$ cat src/rtl/ddc_filter_chain_scheduler_pkg.sv
// Shared definitions for the DDC filter-chain scheduler.
//   sched_state_e  : scheduler FSM encoding (RUN=0, DRAIN=1, CFG=2)
//   CHIDX_WIDTH    : width of channel indices and the round-robin pointer
//   DROP_CNT_WIDTH : width of each per-channel drop counter (optional feature)
package ddc_filter_chain_scheduler_pkg;

   localparam int CHIDX_WIDTH    = 4;
   localparam int DROP_CNT_WIDTH = 16;

   typedef enum logic [1:0] {
      ST_RUN   = 2'd0,
      ST_DRAIN = 2'd1,
      ST_CFG   = 2'd2
   } sched_state_e;

endpackage

$ cat src/rtl/ddc_filter_chain_scheduler_rr_arbiter.sv
// ddc_rr_arbiter: combinational round-robin pick.
// Chooses the first asserted request at or after ptr, wrapping to channel 0.
//   req       in  NUM_CH        request vector
//   ptr       in  CHIDX_WIDTH   0-based starting channel
//   grant     out NUM_CH        one-hot grant
//   grant_idx out CHIDX_WIDTH   0-based index of the granted channel
//   grant_vld out 1             at least one request present
module ddc_rr_arbiter
   import ddc_filter_chain_scheduler_pkg::*;
#(
   parameter int NUM_CH = 2
) (
   input  logic [NUM_CH-1:0]      req,
   input  logic [CHIDX_WIDTH-1:0] ptr,
   output logic [NUM_CH-1:0]      grant,
   output logic [CHIDX_WIDTH-1:0] grant_idx,
   output logic                   grant_vld
);

   logic [CHIDX_WIDTH-1:0] hi_idx;
   logic [CHIDX_WIDTH-1:0] lo_idx;
   logic                   hi_vld;
   logic                   lo_vld;

   // Scan downwards so the last hit is the lowest index: lo_* is the lowest
   // request overall (wrap case), hi_* the lowest request at or after ptr.
   always_comb begin
      hi_idx = '0;
      lo_idx = '0;
      hi_vld = 1'b0;
      lo_vld = 1'b0;
      for (int k = NUM_CH - 1; k >= 0; k--) begin
         if (req[k]) begin
            lo_idx = CHIDX_WIDTH'(k);
            lo_vld = 1'b1;
            if (k >= int'(ptr)) begin
               hi_idx = CHIDX_WIDTH'(k);
               hi_vld = 1'b1;
            end
         end
      end
   end

   assign grant_idx = hi_vld ? hi_idx : lo_idx;
   assign grant_vld = lo_vld;

   always_comb begin
      grant = '0;
      for (int k = 0; k < NUM_CH; k++) begin
         grant[k] = grant_vld && (grant_idx == CHIDX_WIDTH'(k));
      end
   end

endmodule

$ cat src/rtl/ddc_filter_chain_scheduler.sv
// ddc_filter_chain_scheduler: time-multiplexes NUM_CH sample streams onto the
// shared DDC filter chain with round-robin fairness and a minimum issue gap,
// and quiesces the chain (drain + hold-off) around coefficient reconfiguration.
//
// Ports
//   CLK, nRST        clock, asynchronous active-low reset
//   Ch_Data_In       channel k at [k*DATA_WIDTH +: DATA_WIDTH]
//   Ch_Valid_In      per-channel sample strobe
//   Ch_Overflow      sticky per-channel "sample lost" flag
//   Overflow_Clr     clears Ch_Overflow (a same-cycle drop wins)
//   Cfg_Req          level request for a config window
//   Cfg_Grant        chain is quiet, config may proceed
//   Cfg_Done         pulse, config finished (only honoured in CFG)
//   Data_Out         registered sample to the filter chain
//   Data_Out_Valid   one-cycle issue strobe
//   Data_Out_ChIdx   1-based channel index of Data_Out
//   Busy             any holding register full or not in RUN
//   Ch_Drop_Cnt      (only with DDC_SCHED_DROP_CNT_EN) per-channel 16-bit
//                    saturating drop counters, cleared by Overflow_Clr
//
// Build option: define DDC_SCHED_DROP_CNT_EN to add the drop counters.
//
// state | meaning
// ------+---------------------------------------------------------------
// RUN   | normal issue; holding registers capture incoming samples
// DRAIN | no issue, inputs discarded; wait CHAIN_LAT cycles for chain flush
// CFG   | Cfg_Grant high, inputs discarded; leave only on Cfg_Done
module ddc_filter_chain_scheduler
   import ddc_filter_chain_scheduler_pkg::*;
#(
   parameter int NUM_CH     = 2,
   parameter int DATA_WIDTH = 24,
   parameter int MIN_GAP    = 1,
   parameter int CHAIN_LAT  = 64
) (
   input  logic                         CLK,
   input  logic                         nRST,
   input  logic [NUM_CH*DATA_WIDTH-1:0] Ch_Data_In,
   input  logic [NUM_CH-1:0]            Ch_Valid_In,
   output logic [NUM_CH-1:0]            Ch_Overflow,
   input  logic                         Overflow_Clr,
   input  logic                         Cfg_Req,
   output logic                         Cfg_Grant,
   input  logic                         Cfg_Done,
   output logic [DATA_WIDTH-1:0]        Data_Out,
   output logic                         Data_Out_Valid,
   output logic [CHIDX_WIDTH-1:0]       Data_Out_ChIdx,
`ifdef DDC_SCHED_DROP_CNT_EN
   output logic [NUM_CH*DROP_CNT_WIDTH-1:0] Ch_Drop_Cnt,
`endif
   output logic                         Busy
);

   localparam int GAP_W   = (MIN_GAP > 0)   ? $clog2(MIN_GAP + 1)   : 1;
   localparam int DRAIN_W = (CHAIN_LAT > 0) ? $clog2(CHAIN_LAT + 1) : 1;

   sched_state_e           state_q, state_d;
   logic [DRAIN_W-1:0]     drain_q, drain_d;
   logic                   grant_q, grant_d;
   logic                   cfg_exit;

   logic [NUM_CH-1:0]      hold_full_q, hold_full_d;
   logic [DATA_WIDTH-1:0]  hold_data_q [NUM_CH];
   logic [DATA_WIDTH-1:0]  hold_data_d [NUM_CH];
   logic [NUM_CH-1:0]      ovf_q, ovf_d;
   logic [NUM_CH-1:0]      drop_set;
   logic [CHIDX_WIDTH-1:0] rr_ptr_q, rr_ptr_d;
   logic [GAP_W-1:0]       gap_q, gap_d;
   logic [DATA_WIDTH-1:0]  dout_q, dout_d;
   logic                   dout_vld_q, dout_vld_d;
   logic [CHIDX_WIDTH-1:0] dout_idx_q, dout_idx_d;

   logic                   run_ok;
   logic                   issue;
   logic [NUM_CH-1:0]      arb_grant;
   logic [CHIDX_WIDTH-1:0] arb_idx;
   logic                   arb_vld;

   ddc_rr_arbiter #(
      .NUM_CH (NUM_CH)
   ) u_arb (
      .req       (hold_full_q),
      .ptr       (rr_ptr_q),
      .grant     (arb_grant),
      .grant_idx (arb_idx),
      .grant_vld (arb_vld)
   );

   always_comb begin : fsm_next
      state_d  = state_q;
      drain_d  = drain_q;
      grant_d  = 1'b0;
      cfg_exit = 1'b0;
      case (state_q)
         ST_RUN: begin
            if (Cfg_Req) begin
               state_d = ST_DRAIN;
               drain_d = DRAIN_W'(CHAIN_LAT);
            end
         end
         ST_DRAIN: begin
            if (!Cfg_Req) begin
               state_d = ST_RUN;
            end else if (drain_q == '0) begin
               state_d = ST_CFG;
               grant_d = 1'b1;
            end else begin
               drain_d = drain_q - DRAIN_W'(1);
            end
         end
         ST_CFG: begin
            if (Cfg_Done) begin
               state_d  = ST_RUN;
               cfg_exit = 1'b1;
            end else begin
               grant_d = 1'b1;
            end
         end
         default: state_d = ST_RUN;
      endcase
   end

   // A Cfg_Req seen in RUN blocks issue in that same cycle so nothing new
   // enters the chain once the drain has been requested.
   assign run_ok = (state_q == ST_RUN) && !Cfg_Req;
   assign issue  = run_ok && (gap_q == '0) && arb_vld;

   always_comb begin : datapath
      hold_full_d = hold_full_q;
      drop_set    = '0;
      dout_d      = dout_q;
      dout_vld_d  = 1'b0;
      dout_idx_d  = dout_idx_q;
      rr_ptr_d    = rr_ptr_q;
      gap_d       = gap_q;
      for (int k = 0; k < NUM_CH; k++) begin
         hold_data_d[k] = hold_data_q[k];
      end

      if (gap_q != '0) begin
         gap_d = gap_q - GAP_W'(1);
      end

      if (issue) begin
         dout_vld_d = 1'b1;
         dout_idx_d = arb_idx + CHIDX_WIDTH'(1);
         rr_ptr_d   = (arb_idx == CHIDX_WIDTH'(NUM_CH - 1)) ? '0 : arb_idx + CHIDX_WIDTH'(1);
         gap_d      = GAP_W'(MIN_GAP);
      end

      for (int k = 0; k < NUM_CH; k++) begin
         if (issue && arb_grant[k]) begin
            dout_d         = hold_data_q[k];
            hold_full_d[k] = 1'b0;
         end
         if (!run_ok) begin
            hold_full_d[k] = 1'b0;
         end else if (Ch_Valid_In[k]) begin
            // The slot frees up this cycle if its own channel is issued.
            if (!hold_full_q[k] || (issue && arb_grant[k])) begin
               hold_full_d[k] = 1'b1;
               hold_data_d[k] = Ch_Data_In[k*DATA_WIDTH +: DATA_WIDTH];
            end else begin
               drop_set[k] = 1'b1;
            end
         end
      end

      if (cfg_exit) begin
         rr_ptr_d = '0;
         gap_d    = '0;
      end

      ovf_d = (ovf_q & ~{NUM_CH{Overflow_Clr}}) | drop_set;
   end

   always_ff @(posedge CLK or negedge nRST) begin
      if (!nRST) begin
         state_q     <= ST_RUN;
         drain_q     <= '0;
         grant_q     <= 1'b0;
         hold_full_q <= '0;
         ovf_q       <= '0;
         rr_ptr_q    <= '0;
         gap_q       <= '0;
         dout_q      <= '0;
         dout_vld_q  <= 1'b0;
         dout_idx_q  <= '0;
         for (int k = 0; k < NUM_CH; k++) begin
            hold_data_q[k] <= '0;
         end
      end else begin
         state_q     <= state_d;
         drain_q     <= drain_d;
         grant_q     <= grant_d;
         hold_full_q <= hold_full_d;
         ovf_q       <= ovf_d;
         rr_ptr_q    <= rr_ptr_d;
         gap_q       <= gap_d;
         dout_q      <= dout_d;
         dout_vld_q  <= dout_vld_d;
         dout_idx_q  <= dout_idx_d;
         for (int k = 0; k < NUM_CH; k++) begin
            hold_data_q[k] <= hold_data_d[k];
         end
      end
   end

`ifdef DDC_SCHED_DROP_CNT_EN
   logic [DROP_CNT_WIDTH-1:0] drop_cnt_q [NUM_CH];
   logic [DROP_CNT_WIDTH-1:0] drop_cnt_d [NUM_CH];

   // A drop in the same cycle as a clear keeps counting, matching the flag.
   always_comb begin
      for (int k = 0; k < NUM_CH; k++) begin
         drop_cnt_d[k] = drop_cnt_q[k];
         if (drop_set[k]) begin
            if (drop_cnt_q[k] != '1) begin
               drop_cnt_d[k] = drop_cnt_q[k] + DROP_CNT_WIDTH'(1);
            end
         end else if (Overflow_Clr) begin
            drop_cnt_d[k] = '0;
         end
      end
   end

   always_ff @(posedge CLK or negedge nRST) begin
      if (!nRST) begin
         for (int k = 0; k < NUM_CH; k++) begin
            drop_cnt_q[k] <= '0;
         end
      end else begin
         for (int k = 0; k < NUM_CH; k++) begin
            drop_cnt_q[k] <= drop_cnt_d[k];
         end
      end
   end

   always_comb begin
      Ch_Drop_Cnt = '0;
      for (int k = 0; k < NUM_CH; k++) begin
         Ch_Drop_Cnt[k*DROP_CNT_WIDTH +: DROP_CNT_WIDTH] = drop_cnt_q[k];
      end
   end
`endif

   assign Ch_Overflow    = ovf_q;
   assign Cfg_Grant      = grant_q;
   assign Data_Out       = dout_q;
   assign Data_Out_Valid = dout_vld_q;
   assign Data_Out_ChIdx = dout_idx_q;
   assign Busy           = (|hold_full_q) || (state_q != ST_RUN);

endmodule

$ cat config.mk
export PLATFORM = sky130hd
export DESIGN_NAME = ddc_filter_chain_scheduler
export DESIGN_NICKNAME = d
export VERILOG_FILES = /design/src/rtl/ddc_filter_chain_scheduler_pkg.sv /design/src/rtl/ddc_filter_chain_scheduler_rr_arbiter.sv /design/src/rtl/ddc_filter_chain_scheduler.sv
export SDC_FILE = /design/constraint.sdc
export NUM_CORES = 1
export LEC_CHECK = 0
export CAP_MARGIN = 20
export CORE_MARGIN = 5
export CORE_UTILIZATION = 55
export DETAILED_ROUTE_END_ITERATION = 10
export PLACE_DENSITY = 0.85
export SYNTH_ARGS = -nofsm -noshare
export SYNTH_HDL_FRONTEND = slang
export SYNTH_HIERARCHICAL = 1
export SYNTH_SLANG_ARGS = --single-unit
$ cat constraint.sdc
create_clock -name CLK -period 5.2 [get_ports CLK]
set_clock_uncertainty 0.05 [all_clocks]
set_input_delay 1.04 -clock CLK [delete_from_list [all_inputs] [get_ports CLK]]
set_output_delay 1.04 -clock CLK [all_outputs]
set_load 0.01 [all_outputs]
# [After elaboration in Yosys (flattened, before gate mapping)]
# Index checks and enable logic that the tools add are counted.
[totals] reg_bits=96 inputBits=55 output_inout_bits=33 elab_cells=105
[op_classes] n_addsub=3 order_cmp=2 eq_ne=8 n_mux=51 bitwise=4 n_reduce_logical=25
[ops] operator="$mux 24" n=2
[ops] operator="$mux 1" n=32
[ops] operator="$mux 4" n=7
[ops] operator="$mux 7" n=3
[ops] operator="$pmux 7 s2" n=1
[ops] operator="$reduce_and 3->1" n=3
[ops] operator="$ge 1x4->1 const A" n=2
[ops] operator="$mux 2" n=4
[ops] operator="$ne 2x2->1 const B" n=4
[ops] operator="$reduce_bool 2->1" n=4
[ops] operator="$logic_and 1x1->1" n=7
[ops] operator="$logic_not 7->1" n=1
[ops] operator="$sub 7x1->7 const B" n=1
[ops] operator="$pmux 2 s3" n=1
[ops] operator="$add 4x1->4 const B" n=1
[ops] operator="$eq 4x1->1 const B" n=1
[ops] operator="$logic_not 4->1" n=1
[ops] operator="$reduce_and 4->1" n=1
[ops] operator="$logic_not 1->1" n=3
[ops] operator="$logic_or 1x1->1" n=3
[ops] operator="$ne 3x3->1 const B" n=1
[ops] operator="$and 2x2->2" n=1
[ops] operator="$eq 2x1->1 const B" n=1
[ops] operator="$eq 2x2->1 const B" n=1
[ops] operator="7 further kinds" n=7

# [Logic depth before layout (Yosys ltp)]
# Gate-level depths: netlist (run 1).
[logic_depth] depth_word=14 depth_mapped=8 depth_no_buf=7

# [Modules after synthesis]
# The synthesis (run 1) kept the hierarchy.
[modules_own_cells] mod="ddc_filter_chain_scheduler" instances=1 cells_per_inst=332 area_each_um2=4154.0
[modules_own_cells] mod="ddc_rr_arbiter" instances=1 cells_per_inst=10 area_each_um2=67.6

# [Worst setup path before layout (run 1)]
# Ideal clock, no wire load.
[synth_timing] path_kind="register to register" startpoint="register rr_ptr_q[2]" endpoint="register hold_data_q[10] (netlist bit)" setup_time_ns=0.125 arrival_time_ns=2.174 setup_slack_ns=2.851 stages_incl_launch_ff=7 path_buffers=1 synth_period_minus_slack_ns=2.349 cell_sequence="dfrtp_1 > or4b_4 > a21oi_1 > nand3b_1 > a21oi_2 > buf_4 > mux2_2"
[synth_between] elab_chain_cells=11 elab_cells_between_ends=16
[synth_lines] item="from (decl)" line="ddc_filter_chain_scheduler.sv:67" rtl="logic [CHIDX_WIDTH-1:0] rr_ptr_q, rr_ptr_d;"
[synth_lines] item="from (signal assigned)" line="ddc_filter_chain_scheduler.sv:198" rtl="rr_ptr_q <= rr_ptr_d;"
[synth_lines] item="$ge 1x4->1" line="ddc_filter_chain_scheduler_rr_arbiter.sv:36" rtl="if (k >= int'(ptr)) begin"
[synth_lines] item="$mux 1" line="ddc_filter_chain_scheduler_rr_arbiter.sv:36"
[synth_lines] item="$mux 4 or $mux 1 (tied branches)" line="ddc_filter_chain_scheduler_rr_arbiter.sv:33" rtl="if (req[k]) begin"
[synth_lines] item="$mux 4 or $mux 1 (tied branches)" line="ddc_filter_chain_scheduler_rr_arbiter.sv:36"
[synth_lines] item="$mux 4 or $mux 1 (tied branches)" line="ddc_filter_chain_scheduler_rr_arbiter.sv:33"
[synth_lines] item="$mux 4 (*)" line="ddc_filter_chain_scheduler_rr_arbiter.sv:44" rtl="assign grant_idx = hi_vld ? hi_idx : lo_idx;"
[synth_lines] item="$eq 4x1->1 (*)" line="ddc_filter_chain_scheduler_rr_arbiter.sv:50" rtl="grant[k] = grant_vld && (grant_idx == CHIDX_WIDTH'(k));"
[synth_lines] item="$logic_and 1x1->1 (*)" line="ddc_filter_chain_scheduler_rr_arbiter.sv:50"
[synth_lines] item="via arb_grant[1]" line="ddc_filter_chain_scheduler.sv:75" rtl="logic [NUM_CH-1:0] arb_grant;"
[synth_lines] item="$logic_and 1x1->1 (*)" line="ddc_filter_chain_scheduler.sv:160" rtl="if (!hold_full_q[k] || (issue && arb_grant[k])) begin"
[synth_lines] item="$logic_or 1x1->1 (*)" line="ddc_filter_chain_scheduler.sv:160"
[synth_lines] item="$reduce_and 3->1 (no line) (*)"
[synth_lines] item="to (signal, indexed assignment)" line="ddc_filter_chain_scheduler.sv:204" rtl="hold_data_q[k] <= hold_data_d[k];"
[synth_lines] item="to (decl)" line="ddc_filter_chain_scheduler.sv:63" rtl="logic [DATA_WIDTH-1:0] hold_data_q [NUM_CH];"
# Mark *: on every way through the listed nets, which the timed path passes. The rest lies on a longest branch.
# A chain may end at the register's enable or synchronous reset.

# [Final worst setup path (run 1)]
[layout_timing] startpoint="input port Cfg_Req" endpoint="register dout_q[10], in the netlist Data_Out[10]"
[layout_between] elab_chain_cells=6 elab_cells_between_ends=8
[layout_lines] item="from (decl)" line="ddc_filter_chain_scheduler.sv:42" rtl="input logic Cfg_Req,"
[layout_lines] item="$logic_not 1->1 (*)" line="ddc_filter_chain_scheduler.sv:125" rtl="assign run_ok = (state_q == ST_RUN) && !Cfg_Req;"
[layout_lines] item="$logic_and 1x1->1 (*)" line="ddc_filter_chain_scheduler.sv:125"
[layout_lines] item="$logic_and 1x1->1 (*) (2 in a row)" line="ddc_filter_chain_scheduler.sv:126" rtl="assign issue = run_ok && (gap_q == '0) && arb_vld;"
[layout_lines] item="$logic_and 1x1->1" line="ddc_filter_chain_scheduler.sv:152" rtl="if (issue && arb_grant[k]) begin"
[layout_lines] item="$mux 24 or $reduce_bool 2->1 (tied branches)"
[layout_lines] item="to (signal assigned)" line="ddc_filter_chain_scheduler.sv:200" rtl="dout_q <= dout_d;"
[layout_lines] item="to (decl)" line="ddc_filter_chain_scheduler.sv:69" rtl="logic [DATA_WIDTH-1:0] dout_q, dout_d;"
# Every way passes the cells marked *; elsewhere a longest branch is shown, timed or not.

==> results summary, run 1 <==
The number of library cell types mapped by synthesis is between 40 and 50. The area added between synthesis and finish came out at 27.65%. In the final layout, the multi-input gates occupy 1703 sq um. Broken down by cell family, the worst path's largest delay share belongs to buffers and inverters. The post-placement setup slack came out at around 1.8 ns.

0 antenna diodes ended up in the layout. The arrival time reported for the critical path endpoint came out at 3.14 ns. The mean post-synth cell area is 12.34 sq um. Ranked by instance count, the synthesized netlist is headed by sky130_fd_sc_hd__dfrtp_1 (96), sky130_fd_sc_hd__mux2_2 (48), sky130_fd_sc_hd__nand2_1 (31), sky130_fd_sc_hd__o21ai_0 (22). The portion of the post-synthesis area used by sequential elements is between 50 and 60%. The final route contains around 2900 vias. The quantity of I/O buffers inserted on ports came out at 87. In this run, synthesis produced a sequential element count of 96. The async set-or-reset flop fraction in the synthesized netlist is 100.0%.

The maximum clock path buffer count is 2. The actual slew at the worst max-slew pin is ~0.81 ns. The number of buffers and inverters on the critical path is 2.

For this design the ratio of total power to cell area is 506.5 nW/um^2. The floorplan has 32 rows. The clock drives 96 sinks. Cells fill around 70% of the core in the end. sky130_fd_sc_hd__dfrtp_1 takes more of the synthesized area than any other cell. The overall power after layout came out at between 2 and 3 mW. Across the VDD grid, the largest voltage drop is ~0.00026 V. The region available for standard cell placement spans roughly 7600 sq um. Summed over all layers, the routed wires come to just under 9 mm. The first-pass GRT wire length came out at between 10 and 15 mm. Max-cap violations in this run came to 0. The number of buffers added for setup after CTS came out at 0. For this run, the top clock speed supported by timing is roughly 340 MHz. TritonCTS built the clock tree. The iteration-0 DRC count of the detailed router came out at roughly 140. On the critical path, the stage with the largest delay is an instance of sky130_fd_sc_hd__clkdlybuf4s50_1. After detailed routing, the number of remaining DRC violations is 0.

The min-delay analysis places its worst path in the category register to register. The flow ran to the end, and the final reports show no timing, DRC or antenna violations. The number of flops mapped to enable cells by yosys is 0.

The average wire per cell in the routed design came out at between 15 and 20 um. The sequential cell area is 2402 sq um. The critical path goes through clkdlybuf4s50_1 > nand4bb_1 > inv_2 > nand2_4 > mux2i_1 > o21ai_0. Setup repair after global routing left no endpoint under its margin. In the finished design, the share of the clock period the worst path needs comes to approximately 57%. The remaining global-route overflow is 0. The number of global-route vias before repair came out at between 3000 and 4000.

The clock period minus worst slack is 2.974 ns. The number of nets in the layout came out at between 400 and 500. The count of boundary I/O pins is approximately 90. Sorting the synthesized cells by area gives the leading types as sky130_fd_sc_hd__dfrtp_1 (57%), sky130_fd_sc_hd__mux2_2 (13%), sky130_fd_sc_hd__mux2i_1 (4.5%). The number of gates given a new drive strength after cts is 0. Dividing the detail-routed via count by the number of cells gives ~5.4. The fraction of layout cells with a size suffix above 1 came out at a little under a fifth. The count of final max-slew check failures came out at 0. The length of the first detailed-routing pass in iterations came out at 4. The delay of the slowest critical-path stage came out at 0.54 ns.

STA classifies the critical path endpoint as a register. The worst slew margin relative to its limit is a little under half. In this run the cell area measured after placement is between 5000 and 6000 sq um. The clock insertion delay at the later pin of the skew report came out at between 0.3 and 0.4 ns.

Once the floorplan was initialized, standard cells occupied a little under three fifths of the core. Setup violations remaining at the end of the flow were counted as 0. The overall track demand over capacity in global routing came out at 19.55%. The cell at the root of the clock tree is sky130_fd_sc_hd__clkbuf_8. The final number of hold-violating endpoints was 0.

The least setup slack across all paths after layout came out at 2.226 ns. The area fraction of the dominant cell type after synthesis came out at between 50% and 60%. In the synthesized netlist the dominant register cell turns out to be sky130_fd_sc_hd__dfrtp_1.

The count of mapped cells out of synthesis came out at 342. The worst setup path is of the primary input to register kind. The count of hold buffers inserted by post-cts repair is 0. The maximum fanout along the worst path came out at 26. The vertical die dimension is slightly below 100 um. The routability congestion estimate from global placement came out at roughly 0.83. The TritonCTS buffer count came out at 9.

The worst setup path is launched from a primary input. The post-synthesis cell area came out at roughly 4200 sq um. The overall die width is ~98 um. The leakage power is approximately 2.4 nW. The data required time at the worst endpoint is between 5 and 6 ns. The area of the die came out at approximately 9500 sq um. Detailed placement ended at an HPWL of 6.409 mm. In the post-synthesis netlist, the cell with the most instances is sky130_fd_sc_hd__dfrtp_1. The cell area after layout is 5389 sq um.

The maximum number of pins on one net before global-route repair is 67. The antenna violation net count after detailed routing came out at 0. The number of antenna violations at the first check in global routing came to 0. The number of fill cells in the layout came out at between 500 and 600. The count of synthesis-stage warnings from yosys is 6.

Clock-pin slew was measured on the worst setup and hold paths at roughly 0.09 ns. The H-tree generated during clock tree synthesis spans 3 levels. For the final routed database, the setup TNS stands at 0 ns.
==> final cells by class <==
type / instances / share of cell area [%]
inverter: 10 / 0.6965
timing repair buffer: 91 / 16.67
tap: 102 / 2.368
sequential: 96 / 44.58
clock inverter: 6 / 1.718
multi-input combinational: 223 / 31.60
clock buffer: 10 / 2.368
==> layout by cell type (no fill, tap or decap), drive strengths merged, types with 5 or more instances in the layout <==
cell type,synthesis,layout
a21oi,21,21
buf,12,5
clkbuf,3,10
clkdlybuf4s50,0,86
dfrtp,96,96
ha,8,8
inv,10,11
mux2,49,49
mux2i,19,19
nand2,32,32
nor2,12,12
o21ai,24,24
o22ai,13,13
==> flip-flops by register name (all words and copies together), names as in the netlist <==
name,count
hold_data_q,48
Data_Out,24
drain_q,7
Data_Out_ChIdx,4
rr_ptr_q,4
Ch_Overflow,2
hold_full_q,2
state_q,2
Cfg_Grant,1
Data_Out_Valid,1
gap_q,1
==> power breakdown <==
part           switching, mW  internal, mW
Sequential             0.203          1.06
Clock                  0.254         0.274
Combinational          0.399         0.540
==> worst paths after layout <==
kind	start	to	slack (ns)	depth (start not counted)
worst max register to register	rr_ptr_q[2]$_DFFE_PN0P_	hold_data_q[14]$_DFFE_PN0P_	2.61	6
worst max-delay path	Cfg_Req	Data_Out[10]$_DFFE_PN0P_	2.23	6
min in group asynchronous	nRST	drain_q[2]$_DFFE_PN0P_	0.72	1
worst min-delay path	Data_Out_ChIdx[1]$_DFFE_PN0P_	Data_Out_ChIdx[1]$_DFFE_PN0P_	0.44	2
worst min register to register	Data_Out_ChIdx[1]$_DFFE_PN0P_	Data_Out_ChIdx[1]$_DFFE_PN0P_	0.44	2
max in group asynchronous	nRST	hold_data_q[34]$_DFFE_PN0P_	3.47	2
==> worst min-delay path: stages, from the launching register on <==
cell and delay, ns:
sky130_fd_sc_hd__dfrtp_1 0.36, sky130_fd_sc_hd__nand2_1 0.05, sky130_fd_sc_hd__o21ai_0 0.06
==> routing by layer <==
| layer | vias to the layer above | routed length (um) | share of wire (%) | global-route usage (%) |
|---|---|---|---|---|
| met5 | - | 0 | 0 | 0 |
| met4 | 0 | 91 | 1.0 | 6.816 |
| met3 | 10 | 492 | 5.6 | 4.738 |
| met2 | 78 | 4448 | 50 | 32.05 |
| met1 | 1412 | 3794 | 43 | 25.44 |
| li1 | 1387 | - | - | - |
==> kinds of logic (layout without fill, tap and decap cells) <==
kind of cell	count (synthesis)	after routing	share of synthesized area [%]
buffers and inverters	25	117	3.023
other	1	3	0.08883
multiplexers	68	68	17.66
adder cells (fa/ha/maj)	8	8	2.371
AND/OR/NAND/NOR	69	69	8.535
flip-flops	96	96	56.91
AO/OA/AOI/OAI	71	71	10.58
XOR/XNOR	4	4	0.8300
==> per-stage QoR <==
step,hold WS (ns),instances
5_1_grt,0.4756,538
6_report,0.4443,538
3_5_place_dp,0.4239,522
4_1_cts,0.4448,538
2_1_floorplan,0.4214,344
3_3_place_gp,0.4216,522
No activity file was read; power rests on OpenSTA's default activity.
==> inputs of run 2 (changes only) <==
--- a/config.mk
+++ b/config.mk
@@ -7,9 +7,9 @@
 export LEC_CHECK = 0
 export CAP_MARGIN = 20
 export CORE_MARGIN = 5
-export CORE_UTILIZATION = 55
+export CORE_UTILIZATION = 51
 export DETAILED_ROUTE_END_ITERATION = 10
-export PLACE_DENSITY = 0.85
+export PLACE_DENSITY = 0.8
 export SYNTH_ARGS = -nofsm -noshare
 export SYNTH_HDL_FRONTEND = slang
 export SYNTH_HIERARCHICAL = 1
==> constraint.sdc (replaced) <==
create_clock -name CLK -period 2.9 [get_ports CLK]
set_clock_uncertainty 0.05 [all_clocks]
set_input_delay 0.58 -clock CLK [delete_from_list [all_inputs] [get_ports CLK]]
set_output_delay 0.58 -clock CLK [all_outputs]
set_load 0.01 [all_outputs]
==> run 2 against run 1 <==
  * Die area grew 7.0%
  * Hold slack got worse by 0.25 ns
  * Sequential share of layout area decreased by 0.31 points
  * Clock-buffer cell count rose by 2
  * Combinational power grew 83%
  * Total power increased by 78%
  * Clock power grew 71%
  * Register-to-register slack lost 2.2 ns
  * Non-clock buffer count increased by 3
  * Global-route usage decreased by 0.62 points
  * Via count is 1.6% higher
  * Worst setup slack worse by 1.8 ns
  * Largest cell class unchanged
  * Largest power group unchanged
==> results summary, run 2 (synthesis results as in run 1) <==
The number of clock sinks seen by CTS is 96 (unchanged). The worst hold-check slack is 0.1961 ns (was 0.4443 ns). The quantity of I/O buffers inserted on ports came out at 87 (unchanged).

The area of the die came out at 10200 sq um (was 9528 sq um). The destination of the worst register-to-register timing path is rr_ptr_q[0]$_DFFE_PN0P_ (was hold_data_q[14]$_DFFE_PN0P_). The iteration-0 DRC count of the detailed router is 71 (was 143).

The clock-pin slew on the worst setup and hold paths is 0.09 ns (about the same). The cell at the root of the clock tree is sky130_fd_sc_hd__clkbuf_8 (unchanged). The sequential cell area is 2402 sq um (unchanged).

The TritonCTS buffer count came out at 9 (unchanged). The final critical path takes up between 80 and 90% of the cycle. The number of nets in the layout came to 497 (was 494).

The clock insertion delay at the later pin of the skew report came out at 0.35 ns (about the same). The most common cell after layout, fill and taps aside was sky130_fd_sc_hd__dfrtp_1 (unchanged). The data required time at the worst endpoint came out at 3.09 ns (was 5.37 ns). The half-perimeter wire length after detailed placement came out at 6.369 mm (was 6.409 mm). The worst min-delay path category is primary input to asynchronous set/reset pin (was register to register). The filler-free cell count of the finished design came out at 544 (was 538). The fraction of layout cells with a size suffix above 1 is 19.59% (was 19.04%). The routability congestion estimate from global placement was 0.8164 (was 0.8291). The relative contribution of combinational cells to total power came out at 35.2% (was 34.4%).

The maximum vdd ir drop was 0.0004806 V (was 0.0002600 V). The number of global-route vias before repair is 3137 (was 3054). The H-tree depth reported by CTS is 3 (unchanged).

The number of antenna violations at the first check in global routing came out at 0 (unchanged). Unrepaired setup endpoints after global routing: false (unchanged). The kind of end point of the critical path was a register (unchanged). The maximum number of pins on one net before global-route repair came out at 55 (was 67). The length of the first detailed-routing pass in iterations is 4 (unchanged). The number of vias after detailed routing came out at 2933 (was 2887).

The first-pass GRT wire length is 15.21 mm (was 14.98 mm). The remaining global-route overflow came out at 0 (unchanged). The launch instance of the worst register-to-register path is rr_ptr_q[2]$_DFFE_PN0P_ (unchanged). The sequential cell fraction of total power was 46.3% (about the same).

Highest-count cells in the layout ignoring fill and taps: sky130_fd_sc_hd__dfrtp_1 (96), sky130_fd_sc_hd__clkdlybuf4s50_1 (86), sky130_fd_sc_hd__mux2_2 (48), sky130_fd_sc_hd__nand2_1 (31), sky130_fd_sc_hd__o21ai_0 (22) (unchanged). The average wire per cell in the routed design came out at 16.65 um (was 16.41 um). The final number of hold-violating endpoints is 0 (unchanged). The number of flip-flops in the largest register is 48 (unchanged).

The number of max-cap violations came out at 0 (unchanged). The switching power share of the total came out at 31.42% (was 31.34%). The overall power after layout came to 4.870 mW (was 2.729 mW).

The cell area after layout came out at 5426 sq um (was 5389 sq um). The antenna cell count is 0 (unchanged). The ratio of total power to cell area is 897.5 nW/um^2 (was 506.5 nW/um^2).

The area of the core is 8134 sq um (was 7607 sq um). The fraction of power consumed by the clock network is 18.5% (was 19.3%). The overall track demand over capacity in global routing is 18.93% (was 19.55%). The count of boundary I/O pins is 88 (unchanged). The maximum clock path buffer count is 2 (unchanged).

The vertical die dimension came out at 101.0 um (was 97.61 um). The maximum fanout along the worst path was 5 (was 26). The post-placement cell count came to 528 (was 522).

The combined area of the multi-input logic cells is 1703 sq um (unchanged). The via density per instance is 5.392 (was 5.366). The antenna violation net count after detailed routing came out at 0 (unchanged). The internal power contribution came out at 3.340 mW (was 1.874 mW). The total cell area at the placement stage was 5220 sq um (was 5169 sq um). The number of placement rows is 33 (was 32). The worst slew margin relative to its limit came to 55.55% (was 45.79%).

The overall die width came out at 101.0 um (was 97.61 um). The kind of start point of the critical path is a register (was primary input). Static timing analysis puts the maximum clock frequency at about 400 MHz. The register-to-register setup slack came out at 0.39 ns (was 2.61 ns).

The largest register by flop count is hold_data_q (unchanged). The smallest clock period supported by the final layout is computed as about 2.5 ns. The leakage power came out at 2.405 nW (was 2.384 nW). The path type of the worst setup path is register to register (was primary input to register). The final count of negative-setup-slack endpoints is 0 (unchanged). The number of fill cells in the layout is 621 (was 559).

The number of buffers added for setup after CTS was 0 (unchanged). The count of hold buffers inserted by post-cts repair came out at 0 (unchanged). The routed wire length was 9.056 mm (was 8.826 mm). The number of gates given a new drive strength after cts came out at 0 (unchanged). The cell count of the worst reg-to-reg path is 7 (was 6). The total net switching power was 1.530 mW (was 0.8553 mW). The total negative slack came to 0 ns (unchanged). The effective utilization at floorplan is 51.90% (was 55.49%). The area added between synthesis and finish was 28.54% (was 27.65%). The CTS tree is built (unchanged). The post-detailed-route DRC marker count is 0 (unchanged). The count of final max-slew check failures came out at 0 (unchanged). The arrival time reported for the critical path endpoint was 2.70 ns (was 3.14 ns). The actual slew at the worst max-slew pin is 0.6668 ns (was 0.8131 ns).

Status: complete, no violations (unchanged).
-- run 2: worst max-delay path by stage --
stage | startpoint | to | slack [ns]
3_5_place_dp | Cfg_Req | Data_Out[10]$_DFFE_PN0P_ | 0.33
6_report | rr_ptr_q[2]$_DFFE_PN0P_ | rr_ptr_q[0]$_DFFE_PN0P_ | 0.39
2_1_floorplan | rr_ptr_q[2]$_DFFE_PN0P_ | hold_data_q[10]$_DFFE_PN0P_ | 0.55
4_1_cts | rr_ptr_q[2]$_DFFE_PN0P_ | rr_ptr_q[0]$_DFFE_PN0P_ | 0.38
3_3_place_gp | Cfg_Req | Data_Out[15]$_DFFE_PN0P_ | 0.41
5_1_grt | rr_ptr_q[2]$_DFFE_PN0P_ | rr_ptr_q[1]$_DFFE_PN0P_ | 0.25
-- run 2: layer usage --
| metal | vias to the layer above | GRT usage, % | share of wire, % |
|---|---|---|---|
| met2 | 81 | 31.04 | 48 |
| met4 | 0 | 7.362 | 1.7 |
| met1 | 1450 | 23.87 | 44 |
| met5 | - | 0 | 0 |
| met3 | 14 | 5.190 | 6.8 |
| li1 | 1388 | - | - |
-- run 2: area by class of cell --
| type | count | share of cell area, % |
|---|---|---|
| sequential | 96 | 44.27 |
| tap | 105 | 2.421 |
| timing repair buffer | 94 | 17.43 |
| clock inverter | 4 | 0.9454 |
| inverter | 10 | 0.6917 |
| clock buffer | 12 | 2.859 |
| multi-input combinational | 223 | 31.38 |
-- run 2: power by group through the flow --
stage,Sequential (mW),Combinational [mW],Clock (mW)
after CTS,2.25,1.74,0.921
final,2.26,1.72,0.899
after global placement,2.25,1.66,0
after detailed placement,2.27,1.74,0
after floorplan,2.24,1.05,0
after global routing,2.33,1.89,0.976
-- run 2: stage by stage --
| stage | util (%) | worst slack [ns] |
|---|---|---|
| finish | 66.71 | 0.3886 |
| floorplan | - | 0.5511 |
| CTS | 66.71 | 0.3813 |
| global route | 66.71 | 0.2539 |
| detailed placement | 64.17 | 0.3278 |
| global placement | 64.17 | 0.4134 |
-- run 2: critical path, cell delays in order (launching register included) --
cell	delay [ns]
sky130_fd_sc_hd__dfrtp_1	0.40
sky130_fd_sc_hd__or4b_4	0.55
sky130_fd_sc_hd__a21oi_1	0.38
sky130_fd_sc_hd__ha_1	0.21
sky130_fd_sc_hd__or3b_2	0.46
sky130_fd_sc_hd__nand2_1	0.11
sky130_fd_sc_hd__a2bb2oi_1	0.18
sky130_fd_sc_hd__a21oi_1	0.05
==> RTL change, RTL diff (flow settings as in run 1) <==
Add a define of `DDC_SCHED_DROP_CNT_EN`.
--- a/src/rtl/ddc_filter_chain_scheduler.sv
+++ b/src/rtl/ddc_filter_chain_scheduler.sv
@@ -26,4 +26,6 @@
 // DRAIN | no issue, inputs discarded; wait CHAIN_LAT cycles for chain flush
 // CFG   | Cfg_Grant high, inputs discarded; leave only on Cfg_Done
+`define DDC_SCHED_DROP_CNT_EN
+
 module ddc_filter_chain_scheduler
    import ddc_filter_chain_scheduler_pkg::*;
Function (old outputs only; new: Ch_Drop_Cnt): kept (equiv_simple and equiv_induct, registers matched by name and starting in step).
==> RTL change against run 1 <==
Sequential cell count is 32 higher; setup slack worse by 0.55 ns; clock power is 120% higher; non-clock buffer count is 32 higher; synthesized area is 44% higher; total power is 36% higher; design area is 46% higher; routed wire length is 71% higher; critical endpoint is now hold_data_q[2].
==> RTL change: results <==
{
  "powerSeq_mw": 1.53,
  "n_antenna_cell": 0,
  "dr.pass1.iters": 5,
  "rr_worst_depth": 5,
  "ys_types": 63,
  "clk_latency_ns": 0.52,
  "switchingPower_mw": 1.135,
  "critical-path-max-stage-delay_ns": 0.92,
  "use_met1_pct": 29.54,
  "synth_xor_area_share_pct": 1.301,
  "n_all_buffers": 123,
  "synth_area_leaders": "dfrtp_1, mux2_2, mux2_4",
  "r2r_end": "hold_data_q[2]",
  "drt-initial-drc-count": 444,
  "whs_endpoint": "rr_ptr_q[0]",
  "buffer_area_share_pct": 15.46,
  "met3WireLength_um": 792,
  "drive_above_1_share_pct": 15.62,
  "grt_max_degree": 52,
  "drt-total-wl_um": 15070,
  "maxSlewHeadroom_pct": 29.71,
  "power_leakage_nw": 3.394,
  "design_area_um2": 7881,
  "peakVddDrop_v": 0.0002778,
  "internal-power_mw": 2.563,
  "clock_sinks": 128,
  "grt.met2_usage_pct": 40.32,
  "fill_cells": 694,
  "dp_hpwl_um": 10250,
  "nNonClkInverters": 14,
  "grtUsageMet3_pct": 5.789,
  "port_buffers": 119,
  "status": "finished clean",
  "synth_seq_area_share_pct": 52.87,
  "grt_pass1_vias": 4880,
  "viasPerCell": 5.857,
  "comb_power_share_pct": 26.8,
  "ctsHtreeMaxLevel": 4,
  "grt_pass1_wl_um": 24670,
  "path_clk_slew_ns": 0.06,
  "synthMuxAreaShare_pct": 14.17,
  "ys_top_cells_by_count": "dfrtp_1, nand2_1, o21ai_0",
  "routabilityCongestion": 0.8238,
  "multi_input_area_share_pct": 33.51,
  "nets": 718,
  "rrSetupSlack_ns": 1.80,
  "largest_register_ffs": 48,
  "synth_fa_ha_area_share_pct": 2.065,
  "placed_area_um2": 7292,
  "wirelength_met1_um": 6130,
  "nClkBuffers": 17,
  "hp-start": "rr_ptr_q[0]",
  "wl_met2_um": 7835,
  "synth_compound_gate_area_share_pct": 12.60,
  "comb.multi_input.count": 369
}
==> RTL change: cell count changes after synthesis, moves of 12 or more <==
cell            run 1  this run
mux2_2             48        30
dfrtp_1            96       128
mux2_4              1        20
nand4_1             0        12
nand2_1            31        52
o21ai_0            22        48
==> RTL change: critical path, delay by kind of cell <==
kind | cells | cell delay [ns]
buffers and inverters | 2 | 0.76
AOI/OAI and AO/OA | 1 | 0.92
and+or+nand+nor | 3 | 0.73
muxes | 1 | 0.42
==> RTL change: through the flow <==
stage | instances | setup slack [ns] | hold slack, ns | util [%]
5_1_grt | 806 | 1.554 | 0.4647 | 72.70
3_3_place_gp | 774 | 1.273 | 0.4040 | 67.27
4_1_cts | 806 | 1.691 | 0.4318 | 72.70
2_1_floorplan | 533 | 2.656 | 0.3922 | -
3_5_place_dp | 774 | 1.130 | 0.4185 | 67.27
6_report | 806 | 1.673 | 0.4347 | 72.70
